[config.mk]
export PLATFORM = sky130hd
export DESIGN_NAME = br_resolve_sched
export DESIGN_NICKNAME = d
export VERILOG_FILES = /design/src/rtl/br_pkg.sv /design/src/rtl/br_age_sel.sv /design/src/rtl/br_resolve_sched.sv
export SDC_FILE = /design/constraint.sdc
export NUM_CORES = 1
export LEC_CHECK = 0
export CORE_MARGIN = 1.5
export CORE_UTILIZATION = 40
export CTS_CLUSTER_SIZE = 8
export DETAILED_ROUTE_END_ITERATION = 6
export DONT_BUFFER_PORTS = 1
export REMOVE_ABC_BUFFERS = 1
export SLEW_MARGIN = 20
export SYNTH_ARGS = -nofsm -noshare
export SYNTH_HDL_FRONTEND = slang
export SYNTH_SLANG_ARGS = --single-unit
export TNS_END_PERCENT = 5
[constraint.sdc]
create_clock -name clk -period 10.3 [get_ports clk]
set_input_delay 1.545 -clock clk [delete_from_list [all_inputs] [get_ports clk]]
set_output_delay 1.545 -clock clk [all_outputs]
set_load 0.02 [all_outputs]
[src/rtl/br_pkg.sv]
// br_pkg: shared branch-resolution types, tag width and helpers.
package br_pkg;
  localparam int BR_MASK_W = 5;
  typedef enum logic [1:0] {
    BR_NONE       = 2'b00,
    BR_PR_CORRECT = 2'b01,
    BR_PR_WRONG   = 2'b10
  } br_state_t;
  typedef enum logic [1:0] {
    IDLE        = 2'b00,
    WRONG_ISSUE = 2'b01,
    RECOVER     = 2'b10
  } recov_state_t;
  function automatic logic [BR_MASK_W-1:0] lowest_bit(input logic [BR_MASK_W-1:0] m);
    return m & (~m + BR_MASK_W'(1));
  endfunction
endpackage

[src/rtl/br_age_sel.sv]
// br_age_sel: picks the oldest candidate among N tag/dep pairs; ties with no age relation go to the lowest index.
module br_age_sel #(
  parameter int N = 2,
  parameter int W = 5,
  localparam int IW = N > 1 ? $clog2(N) : 1
) (
  input  logic [N*W-1:0] tag_i,
  input  logic [N*W-1:0] dep_i,
  input  logic [N-1:0]   cand_i,
  output logic [N-1:0]   gnt_o,
  output logic [IW-1:0]  idx_o
);
  logic [N-1:0] oldest;
  always_comb begin
    oldest = cand_i;
    for (int i = 0; i < N; i++)
      for (int j = 0; j < N; j++)
        if (j != i && cand_i[j] && |(tag_i[j*W +: W] & dep_i[i*W +: W])) oldest[i] = 1'b0;
    gnt_o = '0;
    idx_o = '0;
    for (int i = N - 1; i >= 0; i--)
      if (oldest[i]) begin
        gnt_o    = '0;
        gnt_o[i] = 1'b1;
        idx_o    = IW'(i);
      end
  end
endmodule

[src/rtl/br_resolve_sched.sv]
// br_resolve_sched: merges BRU resolutions into one issue per cycle, mispredicts first,
// and runs the recovery stall / squash sequence.
module br_resolve_sched
  import br_pkg::*;
#(
  parameter int NUM_BRU   = 2,
  parameter int RECOV_CYC = 2
) (
  input  logic                           clk,
  input  logic                           rst_n,
  input  logic [NUM_BRU-1:0]             res_valid_i,
  input  logic [NUM_BRU-1:0]             res_wrong_i,
  input  logic [NUM_BRU*BR_MASK_W-1:0]   res_tag_i,
  input  logic [NUM_BRU*BR_MASK_W-1:0]   res_dep_i,
  output logic [1:0]                     br_state_o,
  output logic [BR_MASK_W-1:0]           br_bit_o,
  output logic [BR_MASK_W-1:0]           br_dep_o,
  output logic                           kill_valid_o,
  output logic [BR_MASK_W-1:0]           kill_tag_o,
  output logic                           stall_o
);
  localparam int IW = NUM_BRU > 1 ? $clog2(NUM_BRU) : 1;
  recov_state_t state_q, state_d;
  br_state_t br_state_q, br_state_d;
  logic [3:0] cnt_q, cnt_d;
  logic [BR_MASK_W-1:0] pend_q, pend_d, br_bit_q, br_bit_d, br_dep_q, br_dep_d;
  logic [BR_MASK_W-1:0] kill_tag_q, kill_tag_d;
  logic kill_valid_q, kill_valid_d, stall_q, stall_d;
  logic [BR_MASK_W-1:0][BR_MASK_W-1:0] dep_q, dep_d;
  logic [BR_MASK_W-1:0] tag [NUM_BRU];
  logic [BR_MASK_W-1:0] dep [NUM_BRU];
  logic [NUM_BRU-1:0] live0, wgnt;
  logic [IW-1:0] widx;
  logic wany;
  logic [BR_MASK_W-1:0] wtag, wdep, in_mask, avail, iss, iss_dep, clr;
  always_comb begin
    for (int i = 0; i < NUM_BRU; i++) begin
      tag[i]   = res_tag_i[i*BR_MASK_W +: BR_MASK_W];
      dep[i]   = res_dep_i[i*BR_MASK_W +: BR_MASK_W];
      live0[i] = res_valid_i[i] && !(kill_valid_q && |(dep[i] & kill_tag_q));
    end
  end
  br_age_sel #(.N(NUM_BRU), .W(BR_MASK_W)) u_age_sel (
    .tag_i  (res_tag_i),
    .dep_i  (res_dep_i),
    .cand_i (live0 & res_wrong_i),
    .gnt_o  (wgnt),
    .idx_o  (widx)
  );
  assign wany = |wgnt;
  assign wtag = tag[widx];
  assign wdep = dep[widx];
  // Corrects younger than this cycle's winning mispredict are squashed before enqueue.
  always_comb begin
    dep_d   = dep_q;
    in_mask = '0;
    for (int i = 0; i < NUM_BRU; i++)
      if (live0[i] && !res_wrong_i[i] && !(wany && |(wtag & dep[i]))) begin
        in_mask = in_mask | tag[i];
        for (int t = 0; t < BR_MASK_W; t++) if (tag[i][t]) dep_d[t] = dep[i];
      end
    avail   = pend_q | in_mask;
    iss     = lowest_bit(avail);
    iss_dep = '0;
    for (int t = 0; t < BR_MASK_W; t++) begin
      iss_dep = iss[t] ? dep_d[t] : iss_dep;
      clr[t]  = |(dep_d[t] & wtag);
    end
    pend_d     = wany ? avail & ~clr : avail & ~iss;
    br_state_d = wany ? BR_PR_WRONG : |avail ? BR_PR_CORRECT : BR_NONE;
    br_bit_d   = wany ? wtag : iss;
    br_dep_d   = wany ? wdep : iss_dep;
    state_d    = wany ? WRONG_ISSUE :
                 state_q == WRONG_ISSUE ? RECOVER :
                 state_q == RECOVER && cnt_q == '0 ? IDLE : state_q;
    cnt_d      = state_q == WRONG_ISSUE ? 4'(RECOV_CYC - 1) :
                 state_q == RECOVER && cnt_q != '0 ? cnt_q - 4'd1 : cnt_q;
    kill_valid_d = state_d != IDLE;
    stall_d      = state_d != IDLE;
    kill_tag_d   = wany ? wtag : state_d == IDLE ? '0 : kill_tag_q;
  end
  always_ff @(posedge clk) begin
    if (!rst_n) begin
      state_q      <= IDLE;
      cnt_q        <= '0;
      pend_q       <= '0;
      dep_q        <= '0;
      br_state_q   <= BR_NONE;
      br_bit_q     <= '0;
      br_dep_q     <= '0;
      kill_valid_q <= 1'b0;
      kill_tag_q   <= '0;
      stall_q      <= 1'b0;
    end else begin
      state_q      <= state_d;
      cnt_q        <= cnt_d;
      pend_q       <= pend_d;
      dep_q        <= dep_d;
      br_state_q   <= br_state_d;
      br_bit_q     <= br_bit_d;
      br_dep_q     <= br_dep_d;
      kill_valid_q <= kill_valid_d;
      kill_tag_q   <= kill_tag_d;
      stall_q      <= stall_d;
    end
  end
  assign br_state_o   = br_state_q;
  assign br_bit_o     = br_bit_q;
  assign br_dep_o     = br_dep_q;
  assign kill_valid_o = kill_valid_q;
  assign kill_tag_o   = kill_tag_q;
  assign stall_o      = stall_q;
  // Protocol checks: one-hot tags, no tag resolving twice.
  for (genvar i = 0; i < NUM_BRU; i++) begin : g_chk
    assert property (@(posedge clk) disable iff (!rst_n)
      res_valid_i[i] |-> $onehot(res_tag_i[i*BR_MASK_W +: BR_MASK_W]) &&
                         !(|(res_tag_i[i*BR_MASK_W +: BR_MASK_W] & pend_q)));
    for (genvar j = i + 1; j < NUM_BRU; j++) begin : g_pair
      assert property (@(posedge clk) disable iff (!rst_n)
        res_valid_i[i] && res_valid_i[j] |->
          res_tag_i[i*BR_MASK_W +: BR_MASK_W] != res_tag_i[j*BR_MASK_W +: BR_MASK_W]);
    end
  end
endmodule

Word-level counts from Yosys, hierarchy flattened
Cells that the tools add are included.

Bits in registers: 54. Input bits: 26. Output and inout port bits: 19. Logic and storage cells: 126.

Muxes and demuxes: 43. Eq/ne operators: 2. $add $sub $neg: 2. Magnitude comparators: 1. Bitwise gates (word level): 22. Reductions and logical operators: 41.

Operators with widths (count): two-way mux 5 bit (28); bitwise AND 5 bit (14); OR reduction 5 bit (12); two-way mux 25 bit (2); NOT 5 bit (3); logical AND 1 bit (14); two-way mux 2 bit (6); OR 5 bit (2); two-way mux 1 bit (7); zero test 1 bit (6); nonzero test 2 bit (3); adder 5 x 1 -> 5 bit, second input constant (1); zero test 4 bit (1); nonzero test 4 bit (1); OR reduction 2 bit (2); subtractor 4 x 1 -> 4 bit, second input constant (1); OR reduction 3 bit (1); bitwise AND 2 bit (1); equality test 2 x 1 -> 1 bit, second input constant (1); equality test 2 bit, second input constant (1); greater-or-equal comparator 2 bit, second input constant (1); zero test 2 bit (1); NOT 1 -> 2 bit (1); NOT 1 bit (1).

Logic depth before layout (Yosys ltp)
Gate-level depths: netlist of the first run.

Depth after elaboration: 32. Gate-level depth with buffers: 14. Mapped depth without buffers: 11.

Modules after synthesis
A second synthesis of the first run with hierarchy kept.

Cells, all modules: 425. Area, all modules: 3369.5 um^2.

Modules (own cells, without submodules): br_resolve_sched (instances 1, sequential area each 1081.0 um^2, cells an instance 416, area each 3299.4 um^2); br_age_sel (instances 1, sequential area each 0.0 um^2, cells an instance 9, area each 70.1 um^2).

Worst setup path after synthesis of the first run
No wires, ideal clock.

Path type: input-to-reg. Start point: input port res_dep_i[7]. End point: register br_dep_q[2] (netlist: br_dep_o[2]). Setup time: 0.058 ns. Setup slack: 5.480 ns. Arrival: 4.763 ns. Path buffers: 1. Cell stages on the path: 11. Data required time: 10.242 ns. Cells stage by stage: clkbuf_1 > a222oi_1 > a21o_1 > nand3_1 > nor2_2 > mux2_4 > a2111oi_4 > a21oi_1 > or4bb_1 > o32ai_1 > a31o_2.

Cells in the longest elaborated chain, start to end: 31. Elaborated cells on any way between the ends: 55. Those cells by class: 1 x add/sub; 27 x mux; 10 x bitwise; 17 x reduce/logical.

Ends and longest elaborated chain: start, declared (RTL line br_resolve_sched.sv:14) `input logic [NUM_BRU*BR_MASK_W-1:0] res_dep_i,`; bitwise AND 5 bit (RTL line br_resolve_sched.sv:40) `live0[i] = res_valid_i[i] && !(kill_valid_q && |(dep[i] & kill_tag_q));`; OR reduction 5 bit (RTL line br_resolve_sched.sv:40); logical AND 1 bit (RTL line br_resolve_sched.sv:40); zero test 1 bit (RTL line br_resolve_sched.sv:40); logical AND 1 bit (RTL line br_resolve_sched.sv:40); bitwise AND 2 bit (RTL line br_resolve_sched.sv:46) `.cand_i (live0 & res_wrong_i),`; two-way mux 1 bit or logical AND 1 bit (tied branches) (RTL line br_age_sel.sv:18) `if (j != i && cand_i[j] && |(tag_i[j*W +: W] & dep_i[i*W +: W])) oldest[i] = 1'b0;`; two-way mux 1 bit (on tied branches) (RTL line br_age_sel.sv:22, br_age_sel.sv:18); [11 not listed]; OR 5 bit (RTL line br_resolve_sched.sv:59) `in_mask = in_mask | tag[i];`; two-way mux 5 bit (RTL line br_resolve_sched.sv:58) `if (live0[i] && !res_wrong_i[i] && !(wany && |(wtag & dep[i]))) begin`; OR 5 bit (RTL line br_resolve_sched.sv:62) `avail = pend_q | in_mask;`; NOT 5 bit (RTL line br_pkg.sv:15) `return m & (~m + BR_MASK_W'(1));`; adder 5 x 1 -> 5 bit (RTL line br_pkg.sv:15); bitwise AND 5 bit (RTL line br_pkg.sv:15); two-way mux 5 bit (5 in series) (RTL line br_resolve_sched.sv:66) `iss_dep = iss[t] ? dep_d[t] : iss_dep;`; two-way mux 5 bit * (RTL line br_resolve_sched.sv:72) `br_dep_d = wany ? wdep : iss_dep;`; end signal, assigned (RTL line br_resolve_sched.sv:101) `br_dep_q <= br_dep_d;`; end, declared (RTL line br_resolve_sched.sv:26) `logic [BR_MASK_W-1:0] pend_q, pend_d, br_bit_q, br_bit_d, br_dep_q, br_dep_d;`.

Mark *: on every way between the ends. The rest lies on a longest branch, timed or not. The select of a mux whose other input is x is not followed. A chain may end at the register's enable or synchronous reset.

Worst setup path in the final report of the first run
Start point: input port res_dep_i[7]. End point: register pend_q[1].

Cells in the longest elaborated chain, start to end: 28. Elaborated cells on any way between the ends: 49. Those cells by class: 1 x add/sub; 15 x mux; 15 x bitwise; 18 x reduce/logical.

Ends and longest elaborated chain: bitwise AND 5 bit (RTL line br_resolve_sched.sv:40); OR reduction 5 bit (RTL line br_resolve_sched.sv:40); logical AND 1 bit (RTL line br_resolve_sched.sv:40); zero test 1 bit (RTL line br_resolve_sched.sv:40); logical AND 1 bit (RTL line br_resolve_sched.sv:40); bitwise AND 2 bit (RTL line br_resolve_sched.sv:46); two-way mux 1 bit or logical AND 1 bit (tied branches) (RTL line br_age_sel.sv:18); two-way mux 1 bit (on tied branches) (RTL line br_age_sel.sv:22, br_age_sel.sv:18); [12 not listed]; two-way mux 5 bit (RTL line br_resolve_sched.sv:58); OR 5 bit (RTL line br_resolve_sched.sv:62); NOT 5 bit (RTL line br_pkg.sv:15); adder 5 x 1 -> 5 bit (RTL line br_pkg.sv:15); bitwise AND 5 bit (RTL line br_pkg.sv:15); NOT 5 bit (RTL line br_resolve_sched.sv:69) `pend_d = wany ? avail & ~clr : avail & ~iss;`; bitwise AND 5 bit (RTL line br_resolve_sched.sv:69); two-way mux 5 bit * (RTL line br_resolve_sched.sv:69); end signal, assigned (RTL line br_resolve_sched.sv:97) `pend_q <= pend_d;`; end, declared (RTL line br_resolve_sched.sv:26).

Marks and branches as above.

==> metrics.md, run 1 <==
| Metric | Value |
|---|---|
| Vias in the first global route | 2,849 |
| CTS Root Cell | clkbuf_8 |
| DRT Pass-1 Iters | 5 |
| Worst Setup SP | res_dep_i[7] |
| Antenna violations before repair | 0 |
| Final core utilization | 43.69% |
| Top cells by area, synth | dfxtp_1 33%, mux2i_1 8.7%, mux2_2 5.6% |
| CTS tree | yes |
| Synth top area share | 33.42% |
| Synth warnings | 0 |
| Largest net degree at the start of global routing | 31 |
| R2R depth | 11 |
| Synth Register Bits | 54 |
| Layout cells sized above 1 | 11.97% |
| First-pass GRT wire length | 16,240 microns |
| Clock latency on the worst-skew pair | 0.32 ns |
| Lkg Pwr | 1.366 nW |
| Pins over their slew limit | 0 |
| Max Freq | 0.1954 GHz |
| Area growth syn-to-layout | 4.913% |
| H-tree Lvls | 2 |
| Final WL | 10,460 microns |
| Num CTS Buffers | 5 |
| Hold buffers post-CTS | 0 |
| Drc violations | 0 |
| Finished Layout Cells | 478 |
| Sequential area share after synthesis | 33.42% |
| Max cap viols | 0 |
| Worst path required time | 10.55 ns |
| Fin Clk Skew | 0.006698 ns |
| Routability cong. | 0.9340 |
| Max FO, Critical Path | 15 |
| Final setup viols | 0 |
| Tot GR Track Use | 24.89% |
| Worst setup EP type | register |
| Die Wd | 92.92 microns |
| Worst Hold Class | reg -> reg |
| WL/cell | 21.87 microns |
| Critical Path AT | 5.37 ns |
| PortBufs | 0 |
| ANT cells | 0 |
| CP Launch Type | input port |
| Longest Clk Path Bufs | 2 |
| Antenna viol nets, final | 0 |
| Initial drt markers | 251 |
| R2r setup slk | 5.82 ns |
| Vias | 3,052 |
| EDFF count, synth | 0 |
| DP Cell Count | 470 |
| CP endpoint | pend_q[1] |
| Reg2reg start | stall_o |
| Outcome | finished clean |
| Total power | 0.0005364 W |
| Die height | 92.92 microns |
| VDD IR-drop max | 0.05587 mV |
| Reg clk slew, reported paths | 0.09 ns |
| Initial Util | 41.64% |
| Setup TNS Final | 0 ns |
| Asr flop ratio synth | 0% |
| Post-Syn Instances | 386 |
| Post_cts resized | 0 |
| Power per cell area | 158.1 nW/um^2 |
| Final Cycle Share | 49.68% |
| Synthesized cell area | 3234 sq um |
| Area leader, netlist | dfxtp_1 |
| Detail Placement HPWL | 7277 microns |
| Die area | 8634 sq um |
| Syn avg cell area | 8.379 sq um |
| Worst Max-Slew Pin Slew | 1.057 ns |
| Top Ports | 45 |
| Fin. Hold Viols | 0 |
| Clk sinks | 54 |
| Nets | 402 |
| Critical path class | in -> reg |
| Max-slew headroom | 27.53% |
| # rows | 32 |
| GRT overflow | 0 |
| Number of library cell types mapped by synthesis | 62 |
| Reg2reg end | pend_q[1] |
| Setup repair after global routing missed its margin | false |
| Core area | 7767 sq um |
| Setup Fix Bufs, Post-CTS | 0 |
| Min cycle time layout | 5.117 ns |
| Most used DFF post-synth | dfxtp_1 |
| Via density | 6.385 |
cell families after synthesis:
kind of cell    share of synthesized area (%)
simple gates                            21.12
compound gates                          26.00
mux                                     14.70
fa+ha+maj                              0.3868
xor+xnor                               0.5417
flops                                   33.42
buf+inv                                 3.830
metrics by stage:
step	setup slack, ns	area [sq um]	hold slack (ns)
3_5_place_dp	4.883	3279	0.5090
5_1_grt	4.917	3393	0.5609
3_3_place_gp	4.987	3279	0.5062
6_report	5.183	3393	0.5174
2_1_floorplan	5.381	3144	0.4851
4_1_cts	5.210	3390	0.5230
registers in the layout, indices dropped and copies added (netlist names):
signal	cells
dep_q	25
br_bit_o	5
br_dep_o	5
kill_tag_o	5
pend_q	5
cnt_q	4
br_state_o	2
state_q	2
stall_o	1
power breakdown:
group | switching [W] | internal [W]
Clock | 0.0000731 | 0.0000726
Combinational | 0.0000859 | 0.0000553
Sequential | 0.0000215 | 0.000228
metal layers:
| layer | share of wire [%] | up-vias | track usage (%) |
|---|---|---|---|
| met5 | 0 | - | 0 |
| met4 | 3.5 | 0 | 10.61 |
| met3 | 9.5 | 32 | 6.650 |
| met2 | 46 | 170 | 40.15 |
| met1 | 41 | 1441 | 31.05 |
| li1 | - | 1409 | - |
how the worst min path moves through the flow:
| stage | startpoint | to | slack, ns | depth (start not counted) |
|---|---|---|---|---|
| finish | cnt_q[1] | cnt_q[1] | 0.52 | 2 |
| global route | cnt_q[3] | cnt_q[3] | 0.56 | 2 |
| CTS | cnt_q[1] | cnt_q[1] | 0.52 | 2 |
| detailed placement | cnt_q[1] | cnt_q[1] | 0.51 | 2 |
| global placement | cnt_q[1] | cnt_q[1] | 0.51 | 2 |
| floorplan | cnt_q[3] | cnt_q[3] | 0.49 | 2 |
cell type report:
cell class,count,area [sq um]
multi-input combinational,304,2033
inverter,9,33.78
sequential,54,1081
fill,814,4374
clock buffer,6,72.57
timing repair buffer,1,7.507
tap,102,127.6
clock inverter,2,37.54
cells in the mapped netlist (4+ instances only):
cell,n
dfxtp_1,54
nor2_1,46
nand2_1,39
mux2i_1,28
a21oi_1,26
o21ai_0,17
clkbuf_1,16
mux2_2,16
nand3_1,11
and3_1,10
o22ai_1,10
inv_1,9
a211oi_1,8
a22oi_1,8
and2_1,6
nor2b_1,6
a21oi_2,5
a222oi_1,4
a31oi_1,4
critical path: stages:
cell,delay [ns]
a222oi_1,0.32
a21o_1,0.19
nand3_1,0.12
nor2_2,0.63
mux2_4,0.37
a2111oi_4,0.82
a41oi_4,0.35
mux2i_1,0.37
o22ai_1,0.12
or3_1,0.40
a22oi_2,0.12
cell usage in the layout, fill, tap and decap left out, drive strengths merged, types with 8 or more instances in the layout:
cell    instances
nor2           47
mux2           17
mux2i          28
inv             9
and3           10
a21oi          31
o22ai          10
a22oi           9
a211oi          8
o21ai          17
dfxtp          54
nand2          39
nand3          11
Power figures use the tool's default switching activity.
==> inputs of run 2 (changes only) <==
==> constraint.sdc (replaced) <==
create_clock -name clk -period 4.25 [get_ports clk]
set_input_delay 0.6375 -clock clk [delete_from_list [all_inputs] [get_ports clk]]
set_output_delay 0.6375 -clock clk [all_outputs]
set_load 0.02 [all_outputs]
==> metrics.md, run 2 (same netlist as run 1, synthesis figures left out) <==
| Metric | Value |
|---|---|
| Final Cycle Share | 90.46% |
| DRT Pass-1 Iters | 5 |
| Via density | 6.309 |
| Placed cell areas | 3354 sq um |
| PortBufs | 0 |
| WL/cell | 21.00 microns |
| Die area | 8634 sq um |
| CTS Root Cell | clkbuf_8 |
| Max Freq | 0.2601 GHz |
| CTS tree | yes |
| Max cap viols | 0 |
| # rows | 32 |
| Fin. Hold Viols | 0 |
| Antenna viol nets, final | 0 |
| Final WL | 10,250 microns |
| Initial drt markers | 268 |
| Worst Max-Slew Pin Slew | 0.8221 ns |
| Most frequent cells in the layout | 54 x dfxtp_1, 46 x nor2_1, 39 x nand2_1 |
| Die height | 92.92 microns |
| Final WS setup | 0.4055 ns |
| Post_cts resized | 0 |
| Pins over their slew limit | 0 |
| Clk sinks | 54 |
| Top reg by flops | dep_q |
| Antenna violations before repair | 0 |
| Worst Hold Class | in -> reg |
| Design area | 3465 sq um |
| Worst path required time | 4.51 ns |
| Vias | 3,079 |
| VDD IR-drop max | 0.1511 mV |
| Hold Crit Endpoint | dep_q[18] |
| Routability cong. | 0.9397 |
| Critical Path AT | 4.10 ns |
| Nets | 412 |
| Setup TNS Final | 0 ns |
| Fin Clk Skew | 0.01093 ns |
| Area growth syn-to-layout | 7.118% |
| R2r setup slk | 0.41 ns |
| Tot GR Track Use | 24.45% |
| Layout cells sized above 1 | 13.99% |
| Die Wd | 92.92 microns |
| Core area | 7767 sq um |
| Outcome | finished clean |
| Drc violations | 0 |
| Critical path class | reg -> reg |
| Setup Fix Bufs, Post-CTS | 0 |
| Max-slew headroom | 43.62% |
| Leading cell type in the layout, fill and taps excluded | dfxtp_1 |
| R2R depth | 13 |
| Hold buffers post-CTS | 0 |
| Min-delay src | rst_n |
| Min cycle time layout | 3.845 ns |
| Setup repair after global routing missed its margin | false |
| Reg2reg end | pend_q[1] |
| Final setup viols | 0 |
| Power per cell area | 381.5 nW/um^2 |
| Vias in the first global route | 2,952 |
| Lkg Pwr | 1.415 nW |
| Longest Clk Path Bufs | 2 |
| Max reg flops | 25 |
| Max FO, Critical Path | 13 |
| First-pass GRT wire length | 16,270 microns |
| Top Ports | 45 |
| Initial Util | 41.64% |
| Largest net degree at the start of global routing | 18 |
| Reg2reg start | kill_tag_o[2] |
| Final core utilization | 44.60% |
| Reg clk slew, reported paths | 0.11 ns |
| ANT cells | 0 |
| Hold Path Depth | 1 |
| Num CTS Buffers | 5 |
| GRT overflow | 0 |
| Detail Placement HPWL | 7301 microns |
| Pre-CTS setup slack | 0.3295 ns |
| H-tree Lvls | 2 |
| Clock latency on the worst-skew pair | 0.32 ns |
| Worst setup EP type | register |
| CP Launch Type | register |
run 2: cell count changes in the layout (fill, tap and decap cells not counted), sizes merged:
cell,previous run,this run
buf,1,11
run 2: where the power goes:
| group | switching (W) | internal [W] | leakage [nW] |
|---|---|---|---|
| Combinational | 0.000211 | 0.000146 | 0.921 |
| Clock | 0.000188 | 0.000176 | 0.0514 |
| Sequential | 0.0000472 | 0.000553 | 0.442 |
| Total | 0.000447 | 0.000875 | 1.41 |
run 2: worst max path at each step:
stage / cells past startpoint / from / to
2_1_floorplan: 11 / res_dep_i[7] / pend_q[1]
3_5_place_dp: 13 / res_dep_i[7] / pend_q[1]
3_3_place_gp: 13 / res_dep_i[7] / br_dep_o[4]
4_1_cts: 13 / kill_tag_o[3] / pend_q[1]
6_report: 13 / kill_tag_o[2] / pend_q[1]
5_1_grt: 13 / kill_tag_o[2] / br_dep_o[4]
run 2: area by class of cell:
cell class	count	area (sq um)
clock inverters	2	37.54
repair buffers	11	82.58
clock buffers	6	72.57
flip-flops and latches	54	1081
well taps	102	127.6
inverters	9	33.78
multi-input cells	304	2029
fillers	757	4303
run 2: per-stage QoR:
stage / instances / total power (W) / hold WS (ns)
2_1_floorplan: 367 / 0.0008656 / 0.4851
3_5_place_dp: 480 / 0.0009630 / 0.5218
4_1_cts: 488 / 0.001322 / 0.4324
5_1_grt: 488 / 0.001382 / 0.4294
3_3_place_gp: 480 / 0.0009625 / 0.5072
6_report: 488 / 0.001322 / 0.4281
run 2: critical path: stages, from the launching register on:
cell       delay [ns]
dfxtp_1          0.53
a22oi_1          0.17
a41oi_1          0.43
a21oi_2          0.06
nor2_2           0.29
buf_4            0.22
mux2i_1          0.30
a2111oi_4        0.07
buf_4            0.20
a41oi_4          0.49
mux2i_1          0.40
o22ai_1          0.11
or3_1            0.40
a22oi_2          0.12
run 2: per-layer routing:
layer / wire length (microns) / vias up / global-route usage [%]
li1: - / 1435 / -
met1: 4386 / 1463 / 32.73
met2: 4904 / 167 / 40.33
met3: 819 / 14 / 4.023
met4: 138 / 0 / 6.818
met5: 0 / - / 0
